<file path="config.mk">
export PLATFORM = sky130hd
export DESIGN_NAME = uart_time_parser
export DESIGN_NICKNAME = d
export VERILOG_FILES = /design/src/rtl/time_pkg.sv /design/src/rtl/byte_timeout.sv /design/src/rtl/uart_time_parser.sv
export SDC_FILE = /design/constraint.sdc
export NUM_CORES = 1
export LEC_CHECK = 0
export CAP_MARGIN = 15
export CORE_MARGIN = 2
export CORE_UTILIZATION = 51
export CTS_CLUSTER_SIZE = 14
export DETAILED_ROUTE_END_ITERATION = 8
export PLACE_DENSITY_LB_ADDON = 0.2
export SYNTH_ARGS = -nofsm -noshare
export SYNTH_HDL_FRONTEND = slang
export SYNTH_HIERARCHICAL = 1
export SYNTH_SLANG_ARGS = --single-unit
</file>
<file path="constraint.sdc">
create_clock -name clock -period 3.1 [get_ports clock]
set_clock_uncertainty 0.15 [all_clocks]
set_input_delay 0.62 -clock clock [delete_from_list [all_inputs] [get_ports clock]]
set_output_delay 0.62 -clock clock [all_outputs]
set_load 0.05 [all_outputs]
</file>
<file path="src/rtl/time_pkg.sv">
// Shared constants for the time-of-day path: ASCII codes, parser states and
// hour/minute widths used by both the UART parser and the time counter.
package time_pkg;

  localparam logic [7:0] CHAR_T     = 8'h54;
  localparam logic [7:0] CHAR_COLON = 8'h3A;
  localparam logic [7:0] CHAR_CR    = 8'h0D;
  localparam logic [7:0] CHAR_LF    = 8'h0A;
  localparam logic [7:0] CHAR_0     = 8'h30;

  localparam int HOUR_W   = 5;
  localparam int MIN_W    = 6;
  localparam int HOUR_MAX = 23;
  localparam int MIN_MAX  = 59;

  typedef enum logic [2:0] {
    IDLE    = 3'd0,
    H_TENS  = 3'd1,
    H_UNITS = 3'd2,
    COLON   = 3'd3,
    M_TENS  = 3'd4,
    M_UNITS = 3'd5,
    TERM    = 3'd6
  } parse_state_t;

  // True when b is an ASCII digit in '0'..('0'+max_d).
  function automatic logic is_digit(input logic [7:0] b, input logic [3:0] max_d);
    return (b >= CHAR_0) && (b <= (CHAR_0 + {4'b0000, max_d}));
  endfunction

endpackage

</file>
<file path="src/rtl/byte_timeout.sv">
// Inter-byte watchdog: counts idle cycles while enabled and emits a one-cycle
// expired pulse when TIMEOUT_CYCLES consecutive idle cycles have elapsed.
module byte_timeout #(
  parameter int TIMEOUT_CYCLES = 50000,
  parameter int CNT_W          = 16
) (
  input  logic clock,
  input  logic reset,
  input  logic clear,
  input  logic enable,
  output logic expired
);

  logic [CNT_W-1:0] cnt;

  // clear has priority so a byte arriving on the last idle cycle wins
  assign expired = enable && !clear && (cnt == CNT_W'(TIMEOUT_CYCLES - 1));

  always_ff @(posedge clock) begin
    if (!reset) begin
      cnt <= '0;
    end else if (clear || expired) begin
      cnt <= '0;
    end else if (enable) begin
      cnt <= cnt + 1'b1;
    end
  end

endmodule

</file>
<file path="src/rtl/uart_time_parser.sv">
// Parses ASCII "T HH:MM <CR|LF>" frames from the UART byte stream into a
// binary hour/minute pair with a load strobe; bad or stalled frames pulse frame_error.
module uart_time_parser
  import time_pkg::*;
#(
  parameter logic [7:0] START_CHAR     = 8'h54,
  parameter int         TIMEOUT_CYCLES = 50000,
  parameter int         CNT_W          = 16
) (
  input  logic              clock,
  input  logic              reset,
  input  logic [7:0]        rx_data,
  input  logic              rx_valid,
  output logic [HOUR_W-1:0] timp_ore2,
  output logic [MIN_W-1:0]  timp_minute2,
  output logic              load_2,
  output logic              frame_error,
  output logic              busy
);

  parse_state_t      state, state_nx;
  logic [HOUR_W-1:0] hour_acc, hour_acc_nx, hour_nx, hour_cand;
  logic [MIN_W-1:0]  min_acc, min_acc_nx, min_nx, min_cand;
  logic              load_nx, err_nx, bad_byte;
  logic [3:0]        digit;
  logic              expired;

  function automatic logic [HOUR_W-1:0] mul10_hour(input logic [HOUR_W-1:0] x);
    return (x << 3) + (x << 1);
  endfunction

  function automatic logic [MIN_W-1:0] mul10_min(input logic [MIN_W-1:0] x);
    return (x << 3) + (x << 1);
  endfunction

  byte_timeout #(
    .TIMEOUT_CYCLES(TIMEOUT_CYCLES),
    .CNT_W         (CNT_W)
  ) u_timeout (
    .clock  (clock),
    .reset  (reset),
    .clear  (rx_valid || (state == IDLE)),
    .enable (state != IDLE),
    .expired(expired)
  );

  // Tens digits are range-checked first, so these sums never exceed 29 / 59.
  assign digit     = 4'(rx_data - CHAR_0);
  assign hour_cand = mul10_hour(hour_acc) + HOUR_W'(digit);
  assign min_cand  = mul10_min(min_acc) + MIN_W'(digit);

  always_comb begin
    state_nx    = state;
    hour_acc_nx = hour_acc;
    min_acc_nx  = min_acc;
    hour_nx     = timp_ore2;
    min_nx      = timp_minute2;
    load_nx     = 1'b0;
    err_nx      = 1'b0;
    bad_byte    = 1'b0;

    if (rx_valid) begin
      case (state)
        IDLE: begin
          if (rx_data == START_CHAR) begin
            state_nx    = H_TENS;
            hour_acc_nx = '0;
            min_acc_nx  = '0;
          end
        end
        H_TENS: begin
          if (is_digit(rx_data, 4'd2)) begin
            hour_acc_nx = HOUR_W'(digit);
            state_nx    = H_UNITS;
          end else begin
            bad_byte = 1'b1;
          end
        end
        H_UNITS: begin
          if (is_digit(rx_data, 4'd9) && (hour_cand <= HOUR_W'(HOUR_MAX))) begin
            hour_acc_nx = hour_cand;
            state_nx    = COLON;
          end else begin
            bad_byte = 1'b1;
          end
        end
        COLON: begin
          if (rx_data == CHAR_COLON) state_nx = M_TENS;
          else                       bad_byte = 1'b1;
        end
        M_TENS: begin
          if (is_digit(rx_data, 4'd5)) begin
            min_acc_nx = MIN_W'(digit);
            state_nx   = M_UNITS;
          end else begin
            bad_byte = 1'b1;
          end
        end
        M_UNITS: begin
          if (is_digit(rx_data, 4'd9)) begin
            min_acc_nx = min_cand;
            state_nx   = TERM;
          end else begin
            bad_byte = 1'b1;
          end
        end
        TERM: begin
          if ((rx_data == CHAR_CR) || (rx_data == CHAR_LF)) begin
            hour_nx  = hour_acc;
            min_nx   = min_acc;
            load_nx  = 1'b1;
            state_nx = IDLE;
          end else begin
            bad_byte = 1'b1;
          end
        end
        default: state_nx = IDLE;
      endcase
    end

    // A stray start byte aborts the current frame but immediately opens a new one.
    if (bad_byte) begin
      err_nx   = 1'b1;
      state_nx = (rx_data == START_CHAR) ? H_TENS : IDLE;
    end else if (!rx_valid && expired) begin
      err_nx   = 1'b1;
      state_nx = IDLE;
    end
  end

  always_ff @(posedge clock) begin
    if (!reset) begin
      state        <= IDLE;
      hour_acc     <= '0;
      min_acc      <= '0;
      timp_ore2    <= '0;
      timp_minute2 <= '0;
      load_2       <= 1'b0;
      frame_error  <= 1'b0;
    end else begin
      state        <= state_nx;
      hour_acc     <= hour_acc_nx;
      min_acc      <= min_acc_nx;
      timp_ore2    <= hour_nx;
      timp_minute2 <= min_nx;
      load_2       <= load_nx;
      frame_error  <= err_nx;
    end
  end

  assign busy = (state != IDLE);

endmodule

</file>
==> metrics.md, run 1 <==
| Metric | Value |
|---|---|
| Clk network pwr share | `40.9%` |
| Count of state elements after synthesis | `43` |
| Wire length of the first global-routing pass | `9200 um` |
| Input/output buffers | `24` |
| Antenna Diode Count | `0` |
| Most numerous cell types in the synthesized netlist | `48 x sky130_fd_sc_hd__nor2_1, 43 x sky130_fd_sc_hd__dfxtp_1, 21 x sky130_fd_sc_hd__mux2i_1` |
| FFs w/ async S/R, synth | `0%` |
| Buffers from clock root to sink, at most | `2` |
| Total power of the final layout | `1.03 mW` |
| Core Box Area | `0.00475 mm^2` |
| Hold Fails Final Rpt | `0` |
| Routability congestion estimate from global placement | `0.832` |
| Number of buffers inserted during clock tree synthesis | `5` |
| Fraction of power spent switching nets | `20.7%` |
| Relative slew margins | `42.1%` |
| Sequential cell fraction of total power | `53.8%` |
| WL/cell | `14.2 um` |
| Slowest stage delay, CP | `0.49 ns` |
| Number of setup violations in the final report | `0` |
| Yosys cell types | `52` |
| Internal power of the cells | `0.814 mW` |
| CP max FO | `3` |
| Slew Viols, Final | `0` |
| Flip-flop cell with the highest count after synthesis | `sky130_fd_sc_hd__dfxtp_1` |
| Vias after detailed routing | `2118` |
| Clock Sinks | `43` |
| Syn nets | `306` |
| Count of filler cells inserted in the layout | `400` |
| Chain of cells forming the critical path | `clkdlybuf4s15_2 > fa_1 > inv_2 > fa_2 > xor2_2 > xnor2_2 > or3_4 > a41oi_4 > buf_4 > nor2_1 > and3_1` |
| Minimum clock period after layout | `3.02 ns` |
| Worst-path cell with the longest stage delay | `sky130_fd_sc_hd__fa_1` |
| VDD IR max | `0.000262 V` |
| Required @ worst endpoint | `3.14 ns` |
| Area used by sequential logic in the layout | `861 um^2` |
| Synthesized instance count | `281` |
| Worst hold margin | `0.323 ns` |
| Unrepaired setup endpoints after global routing | `false` |
| Fraction of layout cells with a size suffix above 1 | `15.2%` |
| Number of violations reported at the end of detailed-routing iteration 0 | `135` |
| CP bufs+invs | `3` |
| Total wire length | `5450 um` |
| CTS tree | `yes` |
| Via density per instance | `5.53` |
| Clock-pin transition on the worst setup and hold timing paths | `0.08 ns` |
| Root Driver | `sky130_fd_sc_hd__clkbuf_8` |
| Number of synthesis warnings | `6` |
| Arr. time, crit path | `3.05 ns` |
| Multi-input gate area | `0.00165 mm^2` |
| Overflow left after global routing | `0` |
| Portion of total power attributed to combinational logic | `5.4%` |
| Number of remaining DRC errors | `0` |
| Signed area change from the synthesized netlist to the final layout | `21.2%` |
| Effective utilization at floorplan | `53.5%` |
| Upper clock frequency limit | `332 MHz` |
| Kind of cell with the highest combined delay on the critical path | `adder cells` |
| Clock latency of the later-clocked register in the worst-skew pair | `0.29 ns` |
| Die extent in x | `74.6 um` |
| Leak pwr | `1.18 nW` |
| Fraction of post-synthesis cell area in the top cell type by area | `33.8%` |
| Cell Rows | `25` |
| Post-synthesis instance area | `0.00254 mm^2` |
| Post-synth EDFFs | `0` |
| Ratio of total power to cell area | `333 mW/mm^2` |
| Net total in the final layout | `341` |
| Worst-margin pin slew | `0.866 ns` |
| Top post-synthesis cells by area | `sky130_fd_sc_hd__dfxtp_1 34%, sky130_fd_sc_hd__mux2i_1 8.3%, sky130_fd_sc_hd__nor2_1 7.1%` |
| Total net switching power | `0.213 mW` |
| Share of the yosys chip area belonging to registers | `33.8%` |
| Maximum number of pins on one net before global-route repair | `26` |
| Crit start category | `input pin` |
| Detail Route Antenna Nets | `0` |
| Total Die Area | `0.00557 mm^2` |
| Mean cell area of the mapped netlist | `9.06 um^2` |
| Kind of capture point of the worst setup path | `flop` |
| Die boundary height | `74.6 um` |
| Cell taking the most area after synthesis | `sky130_fd_sc_hd__dfxtp_1` |
| Class of the worst hold path | `flop to flop` |
| Post-DP HPWL | `3840 um` |
| CTS H-tree depth | `2` |
| Via count of the first global-routing pass | `1916` |
| Antenna violations before repair | `0` |
| Top-level port count | `25` |
| Most frequently used cell type in the post-synthesis netlist | `sky130_fd_sc_hd__nor2_1` |
| Global router's overall resource usage | `21.4%` |
| Result of the run | `complete, no violations` |
| Fraction of the cycle the final worst path needs | `97.3%` |
| Max_cap viols | `0` |
| Setup CP Type | `input pin to flop` |
| Number of optimization iterations in the first detailed-route pass | `4` |
per-layer routing:
metal / track usage (%) / vias to the layer above / routed length, um
met4: 4.96 / 0 / 50
met3: 4.15 / 7 / 196
li1: - / 1059 / -
met1: 31.7 / 1007 / 2790
met5: 0 / - / 0
met2: 32.3 / 45 / 2410
worst paths after layout:
path	start	endpoint	slack, ns	cells past startpoint
max	rx_data[3]	state[2]	0.08	11
min	min_acc[5]	min_acc[5]	0.32	2
max reg2reg	hour_acc[0]	state[2]	0.20	10
min reg2reg	min_acc[5]	min_acc[5]	0.32	2
cell families (layout without fill, tap and decap cells):
logic type | after synthesis | count (layout) | synth area share (%)
flops | 43 | 43 | 33.8
simple gates | 127 | 127 | 27.7
buf+inv | 21 | 56 | 3.93
fa+ha+maj | 14 | 14 | 8.06
compound gates | 34 | 34 | 10.9
xor+xnor | 20 | 20 | 6.88
mux | 22 | 22 | 8.70
sequential cells by signal (all words and copies together) (netlist names):
name,flops
min_acc,6
u_timeout/cnt,16
timp_minute2,6
state,3
hour_acc,5
load_2,1
timp_ore2,5
frame_error,1
power groups by stage:
stage	Clock, mW	Combinational, mW	Sequential (mW)
global route	0.452	0.0610	0.552
finish	0.420	0.0552	0.552
detailed placement	0	0.0544	0.565
floorplan	0	0.0245	0.565
global placement	0	0.0536	0.565
CTS	0.432	0.0550	0.552
layout by cell type, fill, tap and decap left out, types with 2 or more instances in the layout:
| cell type | netlist | final |
|---|---|---|
| sky130_fd_sc_hd__fa_1 | 4 | 3 |
| sky130_fd_sc_hd__and3_1 | 2 | 2 |
| sky130_fd_sc_hd__nand2b_1 | 3 | 2 |
| sky130_fd_sc_hd__a22oi_1 | 3 | 3 |
| sky130_fd_sc_hd__or3_1 | 10 | 9 |
| sky130_fd_sc_hd__xor2_1 | 6 | 5 |
| sky130_fd_sc_hd__nand2_1 | 17 | 17 |
| sky130_fd_sc_hd__dfxtp_1 | 43 | 43 |
| sky130_fd_sc_hd__nor3_1 | 6 | 6 |
| sky130_fd_sc_hd__o21ai_0 | 4 | 4 |
| sky130_fd_sc_hd__nor4b_1 | 2 | 2 |
| sky130_fd_sc_hd__inv_1 | 9 | 8 |
| sky130_fd_sc_hd__nor4_1 | 3 | 3 |
| sky130_fd_sc_hd__a21o_1 | 2 | 2 |
| sky130_fd_sc_hd__nor2b_1 | 3 | 3 |
| sky130_fd_sc_hd__buf_4 | 2 | 17 |
| sky130_fd_sc_hd__a21oi_1 | 14 | 14 |
| sky130_fd_sc_hd__clkbuf_8 | 0 | 5 |
| sky130_fd_sc_hd__xnor2_1 | 14 | 13 |
| sky130_fd_sc_hd__nor2_1 | 48 | 48 |
| sky130_fd_sc_hd__mux2i_1 | 21 | 21 |
| sky130_fd_sc_hd__ha_1 | 10 | 9 |
| sky130_fd_sc_hd__dlygate4sd2_1 | 0 | 2 |
| sky130_fd_sc_hd__clkdlybuf4s50_1 | 0 | 20 |
| sky130_fd_sc_hd__nand4_1 | 7 | 7 |
| sky130_fd_sc_hd__nand3_1 | 11 | 11 |
repair_timing:
action / 4_1_cts / 5_1_grt
endpoints found under the setup margin: 9 / 1
setup buffers: 3 / 0
pin swaps: 9 / 1
hold buffers: 0 / 0
resized for setup: 13 / 1
layout make-up:
type | count | area share, %
Inverter | 9 | 1.10
Clock buffer | 6 | 2.35
Timing Repair Buffer | 40 | 11.6
Sequential cell | 43 | 27.9
Multi-Input combinational cell | 217 | 53.4
Tap cell | 67 | 2.72
Clock inverter | 1 | 0.974
worst register-to-register path, cell delays in order, from the launching register on:
cell and delay (ns):
sky130_fd_sc_hd__dfxtp_1 0.37, sky130_fd_sc_hd__fa_1 0.54, sky130_fd_sc_hd__inv_2 0.04, sky130_fd_sc_hd__fa_2 0.39
sky130_fd_sc_hd__xor2_2 0.17, sky130_fd_sc_hd__xnor2_2 0.18, sky130_fd_sc_hd__or3_4 0.36, sky130_fd_sc_hd__a41oi_4 0.20
sky130_fd_sc_hd__buf_4 0.16, sky130_fd_sc_hd__nor2_1 0.05, sky130_fd_sc_hd__and3_1 0.20
metrics by stage:
step | TNS [ns] | setup WS (ns) | cells | utilization (%) | cell area (um^2)
detailed placement | -4.03 | -0.586 | 373 | 61.1 | 2910
finish | 0 | 0.0838 | 383 | 64.9 | 3080
floorplan | 0 | 0.000974 | 281 | - | 2550
global route | 0 | 0.00263 | 383 | 64.9 | 3080
CTS | 0 | 0.0605 | 383 | 64.6 | 3070
global placement | -3.70 | -0.541 | 373 | 61.1 | 2910
(Power assumes the default switching activity.)
==> run 2, diff against run 1 <==
- CORE_ASPECT_RATIO: default -> 1.5
- GPL_ROUTABILITY_DRIVEN: default -> 0
- SLEW_MARGIN: default -> 20
==> metrics.md, run 2 (synthesis gave the netlist of run 1 again) <==
| Metric | Value |
|---|---|
| Result of the run | `complete, no violations` |
| Largest registers | `u_timeout/cnt x16, min_acc x6, timp_minute2 x6` |
| Non-filler instance count after layout | `382` |
| Worst-path cell with the longest stage delay | `sky130_fd_sc_hd__fa_1` |
| Worst-margin pin slew | `0.793 ns` |
| Vias after detailed routing | `2097` |
| Die boundary height | `90.5 um` |
| Number of setup violations in the final report | `0` |
| Slowest stage delay, CP | `0.53 ns` |
| CTS tree | `yes` |
| Worst slack at placement | `-0.615 ns` |
| Total net switching power | `0.230 mW` |
| Upper clock frequency limit | `334 MHz` |
| Fraction of power spent switching nets | `22.0%` |
| Crit start category | `input pin` |
| Minimum clock period after layout | `2.99 ns` |
| Via count of the first global-routing pass | `2091` |
| Clock Sinks | `43` |
| Unrepaired setup endpoints after global routing | `false` |
| Number of violations reported at the end of detailed-routing iteration 0 | `70` |
| Max_cap viols | `0` |
| Overflow left after global routing | `0` |
| Via density per instance | `5.49` |
| Cell total after placement | `374` |
| VDD IR max | `0.000372 V` |
| Effective utilization at floorplan | `52.9%` |
| Count of filler cells inserted in the layout | `464` |
| Largest register FFs | `16` |
| Setup CP Type | `input pin to flop` |
| Slew Viols, Final | `0` |
| Clock latency of the later-clocked register in the worst-skew pair | `0.30 ns` |
| Kind of capture point of the worst setup path | `flop` |
| Highest-count cells in the layout ignoring fill and taps | `48 x sky130_fd_sc_hd__nor2_1, 43 x sky130_fd_sc_hd__dfxtp_1, 21 x sky130_fd_sc_hd__mux2i_1` |
| Fraction of the cycle the final worst path needs | `96.6%` |
| Input/output buffers | `24` |
| CTS H-tree depth | `2` |
| Required @ worst endpoint | `3.15 ns` |
| Relative slew margins | `47.1%` |
| Number of optimization iterations in the first detailed-route pass | `4` |
| Class of the worst hold path | `flop to flop` |
| Core Box Area | `0.00481 mm^2` |
| CP max FO | `4` |
| Die extent in x | `61.7 um` |
| Total Die Area | `0.00558 mm^2` |
| Number of buffers inserted during clock tree synthesis | `5` |
| Crit path setup slack, layout | `0.106 ns` |
| Arr. time, crit path | `3.04 ns` |
| Fraction of layout cells with a size suffix above 1 | `14.6%` |
| Hold Fails Final Rpt | `0` |
| Total wire length | `5570 um` |
| Total of hold buffers inserted after clock tree synthesis | `0` |
| Wire length of the first global-routing pass | `9350 um` |
| Number of remaining DRC errors | `0` |
| Antenna violations before repair | `0` |
| Cell Rows | `31` |
| Leak pwr | `1.18 nW` |
| Root Driver | `sky130_fd_sc_hd__clkbuf_8` |
| Portion of total power attributed to combinational logic | `5.2%` |
| Sequential cell fraction of total power | `52.7%` |
| Antenna Diode Count | `0` |
| Worst hold margin | `0.328 ns` |
| Detail Route Antenna Nets | `0` |
| Maximum number of pins on one net before global-route repair | `26` |
| Kind of cell with the highest combined delay on the critical path | `adder cells` |
| CP bufs+invs | `2` |
| Post-DP HPWL | `4190 um` |
| Top-level port count | `25` |
| Net total in the final layout | `340` |
| Signed area change from the synthesized netlist to the final layout | `20.3%` |
| Ratio of total power to cell area | `342 mW/mm^2` |
| WL/cell | `14.6 um` |
| Global router's overall resource usage | `21.8%` |
| Clk network pwr share | `42.1%` |
| Internal power of the cells | `0.816 mW` |
| Chain of cells forming the critical path | `clkbuf_2 > fa_1 > inv_1 > fa_2 > xor2_2 > xnor2_2 > o31ai_4 > nand4bb_1 > mux2_2 > and3_1` |
| Buffers from clock root to sink, at most | `2` |
| Most frequent standard cell in the layout excluding fill and tap cells | `sky130_fd_sc_hd__nor2_1` |
| Largest register by flop count | `u_timeout/cnt` |
| Clock-pin transition on the worst setup and hold timing paths | `0.09 ns` |
## run 2: path summary, 6_finish.rpt
path | slack [ns] | cells past startpoint | from | to
min reg2reg | 0.33 | 2 | min_acc[5] | min_acc[5]
min | 0.33 | 2 | min_acc[5] | min_acc[5]
max reg2reg | 0.20 | 9 | hour_acc[0] | state[2]
max | 0.11 | 10 | rx_data[3] | state[2]
## run 2: area by class of cell
class / count / area (um^2) / area share [%]
clock buffer: 5 / 68.8 / 2.25
sequential: 43 / 861 / 28.1
multi-input combinational: 217 / 1630 / 53.2
inverter: 9 / 33.8 / 1.10
timing repair buffer: 39 / 343 / 11.2
tap: 66 / 82.6 / 2.70
clock inverter: 3 / 43.8 / 1.43
## run 2: what timing repair did
action                                  4_1_cts  5_1_grt
pin swaps                                     3        5
gates resized for setup                       7        3
setup buffers                                 0        0
endpoints found under the setup margin        8        7
## run 2: metrics by stage
stage | setup TNS, ns | cell area [um^2] | total power [mW] | utilization [%]
finish | 0 | 3060 | 1.05 | 63.6
global route | 0 | 3060 | 1.08 | 63.6
CTS | 0 | 3060 | 1.06 | 63.6
detailed placement | -4.54 | 2920 | 0.620 | 60.7
global placement | -4.15 | 2920 | 0.619 | 60.7
floorplan | 0 | 2550 | 0.589 | -
## run 2: layer usage
metal / GRT usage (%) / up-vias / wire length, um
met5: 0 / - / 0
met4: 6.74 / 0 / 70
met3: 4.58 / 8 / 140
met2: 39.7 / 24 / 3170
met1: 23.8 / 1007 / 2190
li1: - / 1058 / -
## run 2: power groups by stage
| stage | sequential [mW] | clock (mW) | combinational (mW) |
|---|---|---|---|
| floorplan | 0.565 | 0 | 0.0245 |
| global placement | 0.565 | 0 | 0.0538 |
| detailed placement | 0.565 | 0 | 0.0546 |
| CTS | 0.552 | 0.449 | 0.0544 |
| global route | 0.552 | 0.473 | 0.0602 |
| finish | 0.552 | 0.441 | 0.0542 |
## run 2: worst reg2reg max path, cell delays in order (launching register included)
cell	delay [ns]
sky130_fd_sc_hd__dfxtp_1	0.37
sky130_fd_sc_hd__fa_1	0.51
sky130_fd_sc_hd__inv_1	0.05
sky130_fd_sc_hd__fa_2	0.39
sky130_fd_sc_hd__xor2_2	0.16
sky130_fd_sc_hd__xnor2_2	0.17
sky130_fd_sc_hd__o31ai_4	0.32
sky130_fd_sc_hd__nand4bb_1	0.17
sky130_fd_sc_hd__mux2_2	0.33
sky130_fd_sc_hd__and3_1	0.17
